--- src/rtl/data_mem_access_unit.sv ---
// data_mem_access_unit: initiator-side controller for the single-port data_memory.
// It accepts byte, halfword and word loads and stores from the datapath.
// Loads take one read cycle. The read data is lane-extracted and then sign- or zero-extended.
// Word stores take one write cycle.
// Sub-word stores are a read-modify-write: read the word, replace one lane, write it back.
// Misaligned requests skip memory entirely and return an error response.
// Optional feature: define DATA_MEM_ACCESS_COUNT_EN to add load_count/store_count outputs,
// which count successfully completed loads and stores.
module data_mem_access_unit #(
  parameter int ADDR_W = 32,
  parameter int CNT_W  = 32
) (
  input  logic              clk,
  input  logic              reset,
  input  logic              req_valid,
  output logic              req_ready,
  input  logic              req_we,
  input  logic [1:0]        req_size,
  input  logic              req_signed,
  input  logic [ADDR_W-1:0] req_addr,
  input  logic [31:0]       req_wdata,
  output logic              resp_valid,
  output logic              resp_err,
  output logic [31:0]       resp_rdata,
  output logic [ADDR_W-1:0] mem_address,
  output logic [31:0]       mem_write_data,
  input  logic [31:0]       mem_read_data,
  output logic              mem_memread,
  output logic              mem_memwrite
`ifdef DATA_MEM_ACCESS_COUNT_EN
  ,
  output logic [CNT_W-1:0]  load_count,
  output logic [CNT_W-1:0]  store_count
`endif
);

  typedef enum logic [2:0] {
    S_IDLE   = 3'd0,
    S_READ   = 3'd1,
    S_WRITE  = 3'd2,
    S_RMW_RD = 3'd3,
    S_RMW_WR = 3'd4,
    S_RESP   = 3'd5
  } state_t;

  state_t r_state;
  state_t w_state_next;

  // Request fields latched at acceptance; the memory side is driven only from these.
  logic              r_we;
  logic [1:0]        r_size;
  logic              r_signed;
  logic [ADDR_W-1:0] r_addr;
  logic [31:0]       r_wdata;
  logic              r_err;
  logic [31:0]       r_rdata;
  logic [31:0]       r_merge;

  logic              w_misaligned;
  logic [ADDR_W-1:0] w_word_addr;
  logic [7:0]        w_rd_bytes [4];
  logic [3:0]        w_lane_hit;
  logic [7:0]        w_lane_src [4];
  logic [31:0]       w_merged;
  logic [7:0]        w_sel_byte;
  logic [15:0]       w_sel_half;
  logic [31:0]       w_load_ext;

  // A halfword must be 2-byte aligned. A word (size 10 or 11) must be 4-byte aligned.
  assign w_misaligned = ((req_size == 2'b01) & req_addr[0]) |
                        (req_size[1] & (req_addr[1:0] != 2'b00));

  assign w_word_addr = {r_addr[ADDR_W-1:2], 2'b00};

  // Per-lane view of the read word and the lane-replace merge for sub-word stores.
  // A halfword store supplies wdata[7:0] to the even lane and wdata[15:8] to the odd lane.
  genvar gi;
  generate
    for (gi = 0; gi < 4; gi++) begin : g_lane
      assign w_rd_bytes[gi] = mem_read_data[8*gi +: 8];
      assign w_lane_hit[gi] = r_size[0] ? (r_addr[1] == 1'(gi / 2))
                                        : (r_addr[1:0] == 2'(gi));
      assign w_lane_src[gi] = r_size[0] ? r_wdata[8*(gi % 2) +: 8] : r_wdata[7:0];
      assign w_merged[8*gi +: 8] = w_lane_hit[gi] ? w_lane_src[gi] : r_merge[8*gi +: 8];
    end
  endgenerate

  assign w_sel_byte = w_rd_bytes[r_addr[1:0]];
  assign w_sel_half = r_addr[1] ? mem_read_data[31:16] : mem_read_data[15:0];

  // Extend the addressed lane of the read word to 32 bits.
  always_comb begin
    w_load_ext = mem_read_data;
    case (r_size)
      2'b00:   w_load_ext = {{24{r_signed & w_sel_byte[7]}}, w_sel_byte};
      2'b01:   w_load_ext = {{16{r_signed & w_sel_half[15]}}, w_sel_half};
      default: w_load_ext = mem_read_data;
    endcase
  end

  // State register.
  always_ff @(posedge clk) begin
    if (reset) begin
      r_state <= S_IDLE;
    end else begin
      r_state <= w_state_next;
    end
  end

  // Next-state decode.
  always_comb begin
    w_state_next = r_state;
    case (r_state)
      S_IDLE: begin
        if (req_valid) begin
          if (w_misaligned)     w_state_next = S_RESP;
          else if (!req_we)     w_state_next = S_READ;
          else if (req_size[1]) w_state_next = S_WRITE;
          else                  w_state_next = S_RMW_RD;
        end
      end
      S_READ:   w_state_next = S_RESP;
      S_WRITE:  w_state_next = S_RESP;
      S_RMW_RD: w_state_next = S_RMW_WR;
      S_RMW_WR: w_state_next = S_RESP;
      S_RESP:   w_state_next = S_IDLE;
      default:  w_state_next = S_IDLE;
    endcase
  end

  // Moore outputs. The address and data buses are held at zero whenever no strobe is active.
  always_comb begin
    req_ready      = 1'b0;
    resp_valid     = 1'b0;
    resp_err       = 1'b0;
    resp_rdata     = 32'h0;
    mem_address    = '0;
    mem_write_data = 32'h0;
    mem_memread    = 1'b0;
    mem_memwrite   = 1'b0;
    case (r_state)
      S_IDLE: req_ready = ~reset;
      S_READ: begin
        mem_memread = 1'b1;
        mem_address = w_word_addr;
      end
      S_WRITE: begin
        mem_memwrite   = 1'b1;
        mem_address    = w_word_addr;
        mem_write_data = r_wdata;
      end
      S_RMW_RD: begin
        mem_memread = 1'b1;
        mem_address = w_word_addr;
      end
      S_RMW_WR: begin
        mem_memwrite   = 1'b1;
        mem_address    = w_word_addr;
        mem_write_data = w_merged;
      end
      S_RESP: begin
        resp_valid = 1'b1;
        resp_err   = r_err;
        resp_rdata = r_rdata;
      end
      default: ;
    endcase
  end

  // Latch the request on acceptance, capture load data, and capture the RMW read word.
  always_ff @(posedge clk) begin
    if (reset) begin
      r_we     <= 1'b0;
      r_size   <= 2'b00;
      r_signed <= 1'b0;
      r_addr   <= '0;
      r_wdata  <= 32'h0;
      r_err    <= 1'b0;
      r_rdata  <= 32'h0;
      r_merge  <= 32'h0;
    end else begin
      case (r_state)
        S_IDLE: begin
          if (req_valid) begin
            r_we     <= req_we;
            r_size   <= req_size;
            r_signed <= req_signed;
            r_addr   <= req_addr;
            r_wdata  <= req_wdata;
            r_err    <= w_misaligned;
            r_rdata  <= 32'h0;
          end
        end
        S_READ:   r_rdata <= w_load_ext;
        S_RMW_RD: r_merge <= mem_read_data;
        default: ;
      endcase
    end
  end

`ifdef DATA_MEM_ACCESS_COUNT_EN
  logic [CNT_W-1:0] r_load_count;
  logic [CNT_W-1:0] r_store_count;

  // Count completed accesses on the response cycle. Error responses are not counted.
  always_ff @(posedge clk) begin
    if (reset) begin
      r_load_count  <= '0;
      r_store_count <= '0;
    end else if ((r_state == S_RESP) && !r_err) begin
      if (r_we) r_store_count <= r_store_count + 1'b1;
      else      r_load_count  <= r_load_count + 1'b1;
    end
  end

  assign load_count  = r_load_count;
  assign store_count = r_store_count;
`endif

endmodule

--- config.mk ---
export PLATFORM = sky130hd
export DESIGN_NAME = data_mem_access_unit
export DESIGN_NICKNAME = d
export VERILOG_FILES = /design/src/rtl/data_mem_access_unit.sv
export SDC_FILE = /design/constraint.sdc
export NUM_CORES = 1
export LEC_CHECK = 0
export CORE_UTILIZATION = 50
export CTS_BUF_LIST = sky130_fd_sc_hd__clkbuf_4 sky130_fd_sc_hd__clkbuf_8 sky130_fd_sc_hd__clkbuf_16
export DETAILED_ROUTE_END_ITERATION = 10
export PLACE_DENSITY = 0.83
export SETUP_SLACK_MARGIN = 0.4
export SLEW_MARGIN = 20
export SYNTH_ARGS = -nofsm -noshare
export SYNTH_HDL_FRONTEND = slang
export SYNTH_SLANG_ARGS = --single-unit
--- constraint.sdc ---
create_clock -name clk -period 2.6 [get_ports clk]
set_input_delay 0.52 -clock clk [delete_from_list [all_inputs] [get_ports clk]]
set_output_delay 0.52 -clock clk [all_outputs]
set_load 0.01 [all_outputs]
# ---- Word level (Yosys, flattened, before mapping)
# Index checks and enable logic that the tools add are counted.
dict set report word_totals {
  register_bits 135
  in_bits 103
  output_inout_bits 101
  elab_cells 68
}
dict set report classes {
  magnitude_cmp 1
  n_eq_ne 11
  n_mux 29
  bitwise 8
  reduce_logical 11
}
# op n
set ops {}
lappend ops {{case mux 32 bit (2 select lines)} 3}
lappend ops {{two-way mux 32 bit} 3}
lappend ops {{two-way mux 8 bit} 7}
lappend ops {{binary-select mux 8 bit (select 2 bit)} 1}
lappend ops {{two-way mux 16 bit} 1}
lappend ops {{two-way mux 1 bit} 10}
lappend ops {{case mux 3 bit (3 select lines)} 1}
lappend ops {{== test 2 x 1 -> 1 bit, second input constant} 3}
lappend ops {{== test 3 x 2 -> 1 bit, second input constant} 2}
lappend ops {{== test 3 bit, second input constant} 2}
lappend ops {{two-way mux 3 bit} 2}
lappend ops {{AND 1 bit} 4}
lappend ops {{== test 2 bit, second input constant} 2}
lappend ops {{zero test 2 bit} 2}
lappend ops {{AND reduction 2 bit} 2}
lappend ops {{nonzero test 2 bit} 2}
lappend ops {{OR reduction 2 bit} 2}
lappend ops {{OR reduction 4 bit} 1}
lappend ops {{== test 3 x 1 -> 1 bit, second input constant} 1}
lappend ops {{>= comparator 3 bit, second input constant} 1}
lappend ops {{zero test 3 bit} 1}
lappend ops {{NOT 2 -> 3 bit} 1}
lappend ops {{OR reduction 3 bit} 1}
lappend ops {{two-way mux 2 bit} 1}
lappend ops {{3 further kinds} 4}

# ---- Longest topological paths before layout
# Gate-level depths: netlist of the first run.
dict set report logic_depth {
  depth_word 7
  ltp_mapped 8
  ltp_nobuf 4
}

# ---- Worst setup path before layout of the first run
# OpenSTA, ideal clock, no wires.
dict set report synth_path {
  path_kind {register to output}
  from {register r_size[0]}
  to {output mem_write_data[16]}
  arrival_ns 1.490
  setup_slack_ns 0.590
  path_stages_with_launch 7
  path_buffers 2
  path_cell_list {dfxtp_1 > clkbuf_1 > nand2b_1 > buf_2 > nand2_1 > mux2i_1 > o21ai_0}
}
dict set report synth_between {
  elab_chain_cells 3
}
# item line
set synth_rtl {}
lappend synth_rtl {{from (decl)} 51} ;# logic [1:0] r_size;
lappend synth_rtl {{from (signal assigned)} 186} ;# r_size <= req_size;
lappend synth_rtl {{two-way mux 1 bit} 81} ;# assign w_lane_hit[gi] = r_size[0] ? (r_addr[1] == 1'(gi / 2))
lappend synth_rtl {{two-way mux 8 bit} 84} ;# assign w_merged[8*gi +: 8] = w_lane_hit[gi] ? w_lane_src[gi] : r_merge[8*gi +: 8];
lappend synth_rtl {{case mux 32 bit (2 select lines)} 141} ;# case (r_state)
lappend synth_rtl {{to (decl)} 26} ;# output logic [31:0] mem_write_data,
# No other way between the ends.

# ---- Worst setup path in the final report of the first run
dict set report layout_path {
  from {register r_state[2]}
  to {output resp_rdata[3]}
}
dict set report layout_between {
  elab_chain_cells 2
}
# item line
set layout_rtl {}
lappend layout_rtl {{from (decl)} 46} ;# state_t r_state;
lappend layout_rtl {{from (signal assigned)} 106} ;# r_state <= w_state_next;
lappend layout_rtl {{== test 3 bit} 141}
lappend layout_rtl {{two-way mux 32 bit} 141}
lappend layout_rtl {{to (decl)} 24} ;# output logic [31:0] resp_rdata,
# No other way between the ends.

==> flow_summary.yaml, run 1 <==
status:
  status: "finished clean"
global_routing:
  grt_max_degree: 79
  grt_pass1_vias: 6747
  grt_overflow: 0
  grt_pass1_wl_um: 34390
  grt_usage_pct: 34.29
  grt_antenna_before_repair: 0
placed_design:
  dpl.cell_count: 1161
  dp_hpwl_um: 15020
  io_buffers: 201
  dpl_cell_area_um2: 8514
  place.gp.congestion: 0.9529
worst_setup_path:
  crit_type: "reg -> out"
  crit_fanout: 34
  crit_required_ps: 2080
  rrSetupSlack_ps: 600
  endpoint_kind: "output pin"
  cp.arrival_ps: 1940
  start_kind: "flop"
yosys:
  synth_top_family_by_area: "simple AND/OR/NAND/NOR gates"
  synth-simple-area-share_pct: 24.99
  synth_ff_type: "dfxtp_1"
  synthArstFlopShare_pct: 0
  synth_top_area_share_pct: 42.70
  synth.distinct_cells: 42
  synthAdderAreaFrac_pct: 0
  ys_seq_area_share_pct: 42.70
  syn_inst: 827
  avgSynthCellArea_um2: 7.654
  synth-seq-cells: 135
  syn_area_um2: 6330
  synth_area_leaders: "dfxtp_1, nand2_1, a21oi_1"
  synth_compound_area_share_pct: 22.67
  synth-edff-count: 0
  yosys.area.top_type: "dfxtp_1"
  yosys.area_share.xor_xnor_pct: 0
  yosys_warnings: 0
  muxShareOfSynthArea_pct: 4.131
finish:
  seqCellArea_um2: 2723
  fillCellCount: 874
  multi_input_area_um2: 3476
  diodes: 0
  finalInstanceArea_um2: 9488
  final_net_count: 1138
  syn_to_final_growth_pct: 49.89
  drive_gt1_share_pct: 17.94
  stdcell_count: 1216
clock_network:
  cts_sinks: 135
  cts_tree: "done"
  clk_latency_ps: 430
  htree_levels: 4
  clk_pin_slew_ps: 60
  numCtsBuffers: 17
  root_buffer: "clkbuf_16"
  holdBufCountCts: 0
  cts_buffer_depth: 2
floorplan:
  die_width_um: 114.5
  ios: 204
  rows: 40
  start_util_pct: 52.05
  dieArea_um2: 13110
  core-area_um2: 12160
  die_h_um: 114.5
pwr:
  swShare_pct: 28.27
  p_sw_mw: 1.653
  leakage_nw: 3.925
  p_comb_share_pct: 18.6
  power.share.clock_pct: 42.3
  p_per_area_nw_per_um2: 616.1
  cellInternalPower_mw: 4.193
  power.total_mw: 5.845
  seqPwrFrac_pct: 39.1
  ir_worst_vdd_mv: 0.4697
job:
  maxCapViolCount: 0
sta:
  fin_setup_tns_ps: 0
  setup_viol: 0
  min_period_ps: 2459
  tightest_slew_ps: 982.5
  hold_viol: 0
  slew_violations: 0
  post-route-period-util_pct: 94.59
  rsz0062_at_grt: "yes"
  slew_headroom_pct: 34.43
  fmax_ghz: 0.4066
  hold_ws_ps: 448.8
  fin_skew_ps: 13.84
routing:
  dr.pass1.iters: 5
  num_vias: 6923
  drt-total-wl_um: 22860
  vias_per_cell: 5.693
  drc_errors: 0
  antenna_left: 0
  routedWlPerCell_um: 18.80
  drtIter0Drc: 779
hold_path:
  min-delay-path-class: "reg -> reg"
## synthesized netlist by cell type, types with 2 or more instances
library cell,n
a211oi_1,2
a21oi_1,128
a221o_1,10
a221o_2,5
a22o_1,9
and2_1,34
and3_1,34
buf_1,2
buf_2,16
buf_4,6
buf_6,2
clkbuf_1,44
clkbuf_2,2
clkinv_1,2
dfxtp_1,135
inv_1,2
mux2_2,9
mux2i_1,16
nand2_1,232
nand2b_1,3
nand3_1,2
nor2_1,29
nor2b_1,5
nor3_1,9
o21a_1,17
o21ai_0,41
o21ai_1,2
o2bb2ai_1,15
## path summary, 6_finish.rpt
| kind | start | end | cells after the start |
|---|---|---|---|
| setup / recovery | r_state[2] | resp_rdata[3] | 4 |
| hold / removal | r_addr[24] | r_addr[24] | 2 |
| setup reg to reg | r_state[0] | r_rdata[3] | 6 |
| hold reg to reg | r_addr[24] | r_addr[24] | 2 |
## cell families (layout without fill, tap and decap cells)
logic type	Yosys count	count (layout)
other	1	2
buffers and inverters	76	296
flip-flops	135	135
multiplexers	25	25
AND/OR/NAND/NOR	354	354
AO/OA/AOI/OAI	236	236
## state kept, by name, indices dropped and copies added (netlist names)
register,flops
r_size,2
r_merge,32
r_rdata,32
r_addr,32
r_signed,1
r_wdata,32
r_err,1
r_state,3
## cell type report
class	instances	share of cell area, %
Multi-Input combinational cell	617	36.63
Sequential cell	135	28.70
Timing Repair Buffer	260	25.94
Clock buffer	17	4.484
Tap cell	168	2.215
Clock inverter	15	1.873
Inverter	4	0.1582
## through the flow
step                setup slack, ps  util [%]
global placement              211.2     70.01
detailed placement            242.1     70.01
CTS                           152.2     76.54
floorplan                     590.3         -
global route                  85.15     78.01
finish                        140.6     78.01
## layer usage
layer  vias up  global-route usage, %  share of wire, %
met5         -                      0                 0
met4         0                  14.20               3.0
met3        65                  11.96               9.6
met2       331                  57.21                49
met1      3299                  40.06                39
li1       3228                      -                 -
## worst max-delay path, cell delays in order, from the launching register on
cell and delay, ps:
dfxtp_4 370, nor2b_4 230, buf_12 200, and3_1 180, clkdlybuf4s50_1 530
## cell usage in the layout (no fill, tap or decap), types with 5 or more instances in the layout
master and n:
dfxtp_1 129, mux2i_1 11, and2_1 33, clkbuf_16 17
nor2_1 27, a21oi_1 126, a221o_1 10, o21ai_0 23
o2bb2ai_1 15, mux2_2 9, dfxtp_4 5, a221o_2 5
dlygate4sd2_1 38, o21a_1 17, nand2_1 220, buf_4 34
o21ai_1 11, nand2_4 8, clkdlybuf4s50_1 128, nor3_1 9
buf_2 31, and3_1 34, o21ai_2 9, buf_6 14
clkinvlp_4 5, a22o_1 9, buf_12 6
## repair_timing
| action | CTS | global route |
|---|---|---|
| gates resized for setup | 219 | 63 |
| endpoints found under the setup margin | 99 | 98 |
| buffers inserted | 14 | 4 |
| pin swaps | 5 | 12 |
| cloned | 4 | 1 |
## power by group through the flow
stage | combinational, mW | sequential [mW] | clock, mW
final | 1.09 | 2.28 | 2.48
after global routing | 1.17 | 2.29 | 2.57
after CTS | 1.03 | 2.27 | 2.47
after detailed placement | 0.967 | 2.31 | 0
after global placement | 0.957 | 2.31 | 0
after floorplan | 0.545 | 2.27 | 0
No activity file was read; power rests on OpenSTA's default activity.
==> run 2: changes to the inputs <==
--- a/config.mk
+++ b/config.mk
@@ -10,6 +10,7 @@
 export DETAILED_ROUTE_END_ITERATION = 10
 export PLACE_DENSITY = 0.83
 export SETUP_SLACK_MARGIN = 0.4
+export SKIP_CTS_REPAIR_TIMING = 1
 export SLEW_MARGIN = 20
 export SYNTH_ARGS = -nofsm -noshare
 export SYNTH_HDL_FRONTEND = slang
==> run 2 against run 1 <==
Setup slack got worse by 46 ps; clock power about the same; clock-buffer cell count unchanged; non-clock buffer count decreased by 3; design area increased by 0.74%; largest cell class unchanged.
==> flow_summary.yaml, run 2 (synthesis results as in run 1) <==
clock_network:
  cts_buffer_depth: 2
  clk_pin_slew_ps: 60
  htree_levels: 4
  numCtsBuffers: 17
  clk_latency_ps: 420
  cts_tree: "done"
  cts_sinks: 135
  root_buffer: "clkbuf_16"
global_routing:
  grt_busiest_layer: "met2"
  grtUsageMet1_pct: 39.76
  grt_pass1_vias: 6416
  use_met3_pct: 10.16
  grt_pass1_wl_um: 32620
  grt_overflow: 0
  grt_use_met2_pct: 54.14
  grt_usage_pct: 32.38
  grt_antenna_before_repair: 0
  grt_max_degree: 79
sta:
  hold_viol: 0
  rsz0062_at_grt: "yes"
  tightest_slew_ps: 970.1
  hold_ws_ps: 450.3
  fmax_ghz: 0.3992
  slew_violations: 0
  setup_viol: 0
  post-route-period-util_pct: 96.35
  fin_skew_ps: 13.97
  min_period_ps: 2505
  slew_headroom_pct: 35.26
  fin_setup_tns_ps: 0
routing:
  num_vias: 6960
  drtIter0Drc: 692
  routedWlPerCell_um: 19.02
  drc_errors: 0
  antenna_left: 0
  dr.pass1.iters: 5
  vias_per_cell: 5.738
  drt-total-wl_um: 23070
finish:
  stdcell_count: 1213
  final_net_count: 1135
  syn_to_final_growth_pct: 51.00
  fillCellCount: 828
  mostFrequentLayoutCell: "nand2_1"
  diodes: 0
  drive_gt1_share_pct: 18.18
  most-common-layout-cells: "nand2_1, clkdlybuf4s50_1, dfxtp_1"
worst_setup_path:
  cp.arrival_ps: 1980
  crit_type: "reg -> out"
  cpMaxStageDelayCell: "clkdlybuf4s50_1"
  path_buf_inv: 2
  start_kind: "flop"
  cp_top_family: "buffers and inverters"
  crit_required_ps: 2080
  slowest_delay_ps: 540
  crit_chain: "nor2b_4 > buf_12 > and3_1 > clkdlybuf4s50_1"
  crit_fanout: 34
  endpoint_kind: "output pin"
placed_design:
  dpl.cell_count: 1161
  place.gp.congestion: 0.9529
  dp_hpwl_um: 15020
  io_buffers: 201
floorplan:
  die_h_um: 114.5
  core-area_um2: 12160
  rows: 40
  die_width_um: 114.5
  ios: 204
  start_util_pct: 52.05
  dieArea_um2: 13110
pwr:
  ir_worst_vdd_mv: 0.5277
  leakage_nw: 4.166
  p_per_area_nw_per_um2: 616.4
job:
  maxCapViolCount: 0
hold_path:
  min-delay-path-class: "reg -> reg"
status:
  status: "finished clean"
run 2: cell types whose count changed in the layout (fill, tap and decap cells not counted), moves of 4 or more:
cell,delta
buf_2,-8
clkbuf_2,+10
clkdlybuf4s50_1,+6
dlygate4sd2_1,-38
dlymetal6s2s_1,+28
nand2_2,+5
o21ai_0,-5
o21ai_1,+9
o21ai_2,-4
run 2: cell type report:
cell class	count	area (um^2)	share of cell area (%)
multi-input combinational	617	3500	36.61
sequential	135	2723	28.49
timing repair buffer	257	2507	26.23
clock buffer	17	425.4	4.451
tap	168	210.2	2.199
clock inverter	15	177.7	1.859
inverter	4	15.01	0.1571
run 2: worst reg2reg max path: stages (launching register included):
cell and delay [ps]:
dfxtp_4 390, buf_6 200, nor2_1 130, nor3_1 60
nor2_2 730, buf_4 310, o2bb2ai_1 130
run 2: metal layers:
metal	vias up	share of wire (%)
met1	3289	38
met3	66	9.8
li1	3228	-
met4	0	2.7
met2	377	49
met5	-	0
run 2: path summary, 6_finish.rpt:
| check | startpoint | end | slack (ps) | depth (start not counted) |
|---|---|---|---|---|
| worst min-delay path | r_addr[12] | r_addr[12] | 450 | 2 |
| worst max register to register | r_state[0] | r_rdata[0] | 590 | 6 |
| worst max-delay path | r_state[2] | resp_rdata[3] | 100 | 4 |
| worst min register to register | r_addr[12] | r_addr[12] | 450 | 2 |
run 2: power breakdown:
group	internal [mW]	switching, mW	total (mW)
Sequential	2.18	0.107	2.29
Combinational	0.534	0.597	1.13
Clock	1.51	0.960	2.47
Total	4.23	1.66	5.89
run 2: stage by stage:
stage / utilization [%] / setup WS, ps / power (mW) / area [um^2]
floorplan: - / 590.3 / 2.813 / 6334
global placement: 70.01 / 211.2 / 3.263 / 8514
detailed placement: 70.01 / 242.1 / 3.276 / 8514
CTS: 74.97 / -210.3 / 5.706 / 9117
global route: 78.59 / 37.36 / 6.083 / 9558
finish: 78.59 / 95.02 / 5.891 / 9558
==> run 3: changes to the inputs <==
--- a/config.mk
+++ b/config.mk
@@ -5,10 +5,11 @@
 export SDC_FILE = /design/constraint.sdc
 export NUM_CORES = 1
 export LEC_CHECK = 0
-export CORE_UTILIZATION = 50
+export ABC_AREA = 1
+export CORE_UTILIZATION = 51
 export CTS_BUF_LIST = sky130_fd_sc_hd__clkbuf_4 sky130_fd_sc_hd__clkbuf_8 sky130_fd_sc_hd__clkbuf_16
 export DETAILED_ROUTE_END_ITERATION = 10
-export PLACE_DENSITY = 0.83
+export PLACE_DENSITY = 0.84
 export SETUP_SLACK_MARGIN = 0.4
 export SKIP_CTS_REPAIR_TIMING = 1
 export SLEW_MARGIN = 20
==> run 3 against run 2 <==
Flip-flop and latch count unchanged; via count rose by 9.7%; clock power rose by 3%; setup slack better by 140 ps; design area increased by 0.34%; die area increased by 1.2%; clock-buffer cell count increased by 7; global-route usage is 0.67 points lower; area after synthesis increased by 3.3%.
==> flow_summary.yaml, run 3 <==
status:
  status: "finished clean"
yosys:
  yosys_warnings: 0
  avgSynthCellArea_um2: 6.479
  synth_most_common_cell: "nor2_1"
  synth-edff-count: 0
  synthArstFlopShare_pct: 0
  syn_area_um2: 6538
  synth_ff_type: "dfxtp_1"
  ys_seq_area_share_pct: 41.34
  synth.distinct_cells: 27
  synth_area_leaders: "dfxtp_1, o21ai_0, nor2_1"
  yosys.area.top_type: "dfxtp_1"
  synth_top_area_share_pct: 41.34
  syn_inst: 1009
  synth_common_cells: "nor2_1, nand2_1, o21ai_0"
  synth-seq-cells: 135
clock_network:
  numCtsBuffers: 17
  clk_latency_ps: 430
  cts_buffer_depth: 2
  cts_tree: "done"
  htree_levels: 4
  cts_sinks: 135
  root_buffer: "clkbuf_16"
  clk_pin_slew_ps: 60
worst_setup_path:
  crit_type: "reg -> out"
  endpoint_kind: "output pin"
  cp_top_family: "compound AO/OA/AOI/OAI gates"
  crit_required_ps: 2080
  slowest_delay_ps: 370
  cp.arrival_ps: 1850
  path_buf_inv: 2
  crit_fanout: 16
  cpMaxStageDelayCell: "dfxtp_4"
  crit_top_cell: "o21ai_0"
  start_kind: "flop"
  crit_chain: "nor2_4 > nand2_4 > buf_12 > a21oi_1 > o21ai_0 > o21ai_0 > buf_2"
finish:
  drive_gt1_share_pct: 14.39
  final_net_count: 1306
  mostFrequentLayoutCell: "nor2_1"
  most-common-layout-cells: "nor2_1, nand2_1, o21ai_0"
  finalInstanceArea_um2: 9590
  diodes: 0
  syn_to_final_growth_pct: 46.70
floorplan:
  core-area_um2: 12260
  rows: 40
  die_h_um: 115.2
  dieArea_um2: 13280
  start_util_pct: 53.32
  ios: 204
  die_width_um: 115.2
sta:
  fin_skew_ps: 5.484
  rsz0062_at_grt: "yes"
  setup_ws_ps: 234.6
  fin_setup_tns_ps: 0
  tightest_slew_ps: 704.4
  hold_ws_ps: 447.3
  fmax_ghz: 0.4228
  slew_headroom_pct: 52.97
  slew_violations: 0
  hold_viol: 0
  post-route-period-util_pct: 90.98
  setup_viol: 0
  min_period_ps: 2365
global_routing:
  grt_antenna_before_repair: 0
  grt_max_degree: 80
  grt_pass1_wl_um: 32330
  grt_overflow: 0
  grt_pass1_vias: 6440
  grt_usage_pct: 31.72
pwr:
  p_per_area_nw_per_um2: 800.1
  ir_worst_vdd_mv: 0.5954
  leakage_nw: 4.914
  power.total_mw: 7.674
placed_design:
  place.gp.congestion: 0.9281
  dp_hpwl_um: 14480
  io_buffers: 201
  pre_cts_ws_ps: 257.0
  dpl_cell_area_um2: 8620
routing:
  antenna_left: 0
  drc_errors: 0
  vias_per_cell: 5.516
  num_vias: 7634
  drtIter0Drc: 979
  drt-total-wl_um: 22870
  routedWlPerCell_um: 16.53
  dr.pass1.iters: 7
hold_path:
  min-delay-path-class: "reg -> reg"
job:
  maxCapViolCount: 0
==> run 3: final timing paths <==
kind / startpoint / endpoint / slack, ps / depth (start not counted)
hold reg to reg: r_wdata[30] / r_wdata[30] / 450 / 2
setup / recovery: r_state[1] / mem_write_data[10] / 230 / 7
hold / removal: r_wdata[30] / r_wdata[30] / 450 / 2
setup reg to reg: r_state[0] / r_rdata[12] / 580 / 8
==> run 3: worst reg2reg max path: cells and delay by family (launching register included) <==
| family | cells | cell delay [ps] |
|---|---|---|
| buffers and inverters | 3 | 630 |
| AOI/OAI and AO/OA | 1 | 200 |
| and+or+nand+nor | 4 | 760 |
| DFF | 1 | 350 |
==> run 3: metal layers <==
metal,part of all wire (%),global-route usage (%),vias up
li1,-,-,3588
met1,39,39.95,3467
met2,47,51.37,483
met3,9.7,8.171,96
met4,4.2,13.85,0
met5,0,0,-
==> run 3: area by class of cell <==
| type | instances | area, um^2 |
|---|---|---|
| clock buffers | 24 | 509.2 |
| clock inverters | 8 | 117.6 |
| fillers | 905 | 2671 |
| inverters | 119 | 467.9 |
| multi-input cells | 692 | 3213 |
| flip-flops and latches | 135 | 2720 |
| well taps | 168 | 210.2 |
| repair buffers | 237 | 2345 |
| repair inverters | 1 | 7.507 |
==> run 3: metrics by stage <==
step,instances,util [%]
after floorplan,1010,-
after global placement,1330,70.30
after detailed placement,1330,70.30
after CTS,1362,75.41
after global routing,1384,78.21
final,1384,78.21
==> run 3: kinds of logic after synthesis <==
group / share of synthesized area [%]
AOI/OAI and AO/OA: 21.42
buffers and inverters: 11.48
DFF: 41.34
other: 0.05736
and+or+nand+nor: 25.70
==> run 3: power breakdown <==
| group | total (mW) | switching, mW | internal, mW |
|---|---|---|---|
| Clock | 2.55 | 0.897 | 1.65 |
| Sequential | 2.56 | 0.193 | 2.37 |
| Combinational | 2.57 | 1.56 | 1.00 |
| Total | 7.67 | 2.65 | 5.02 |
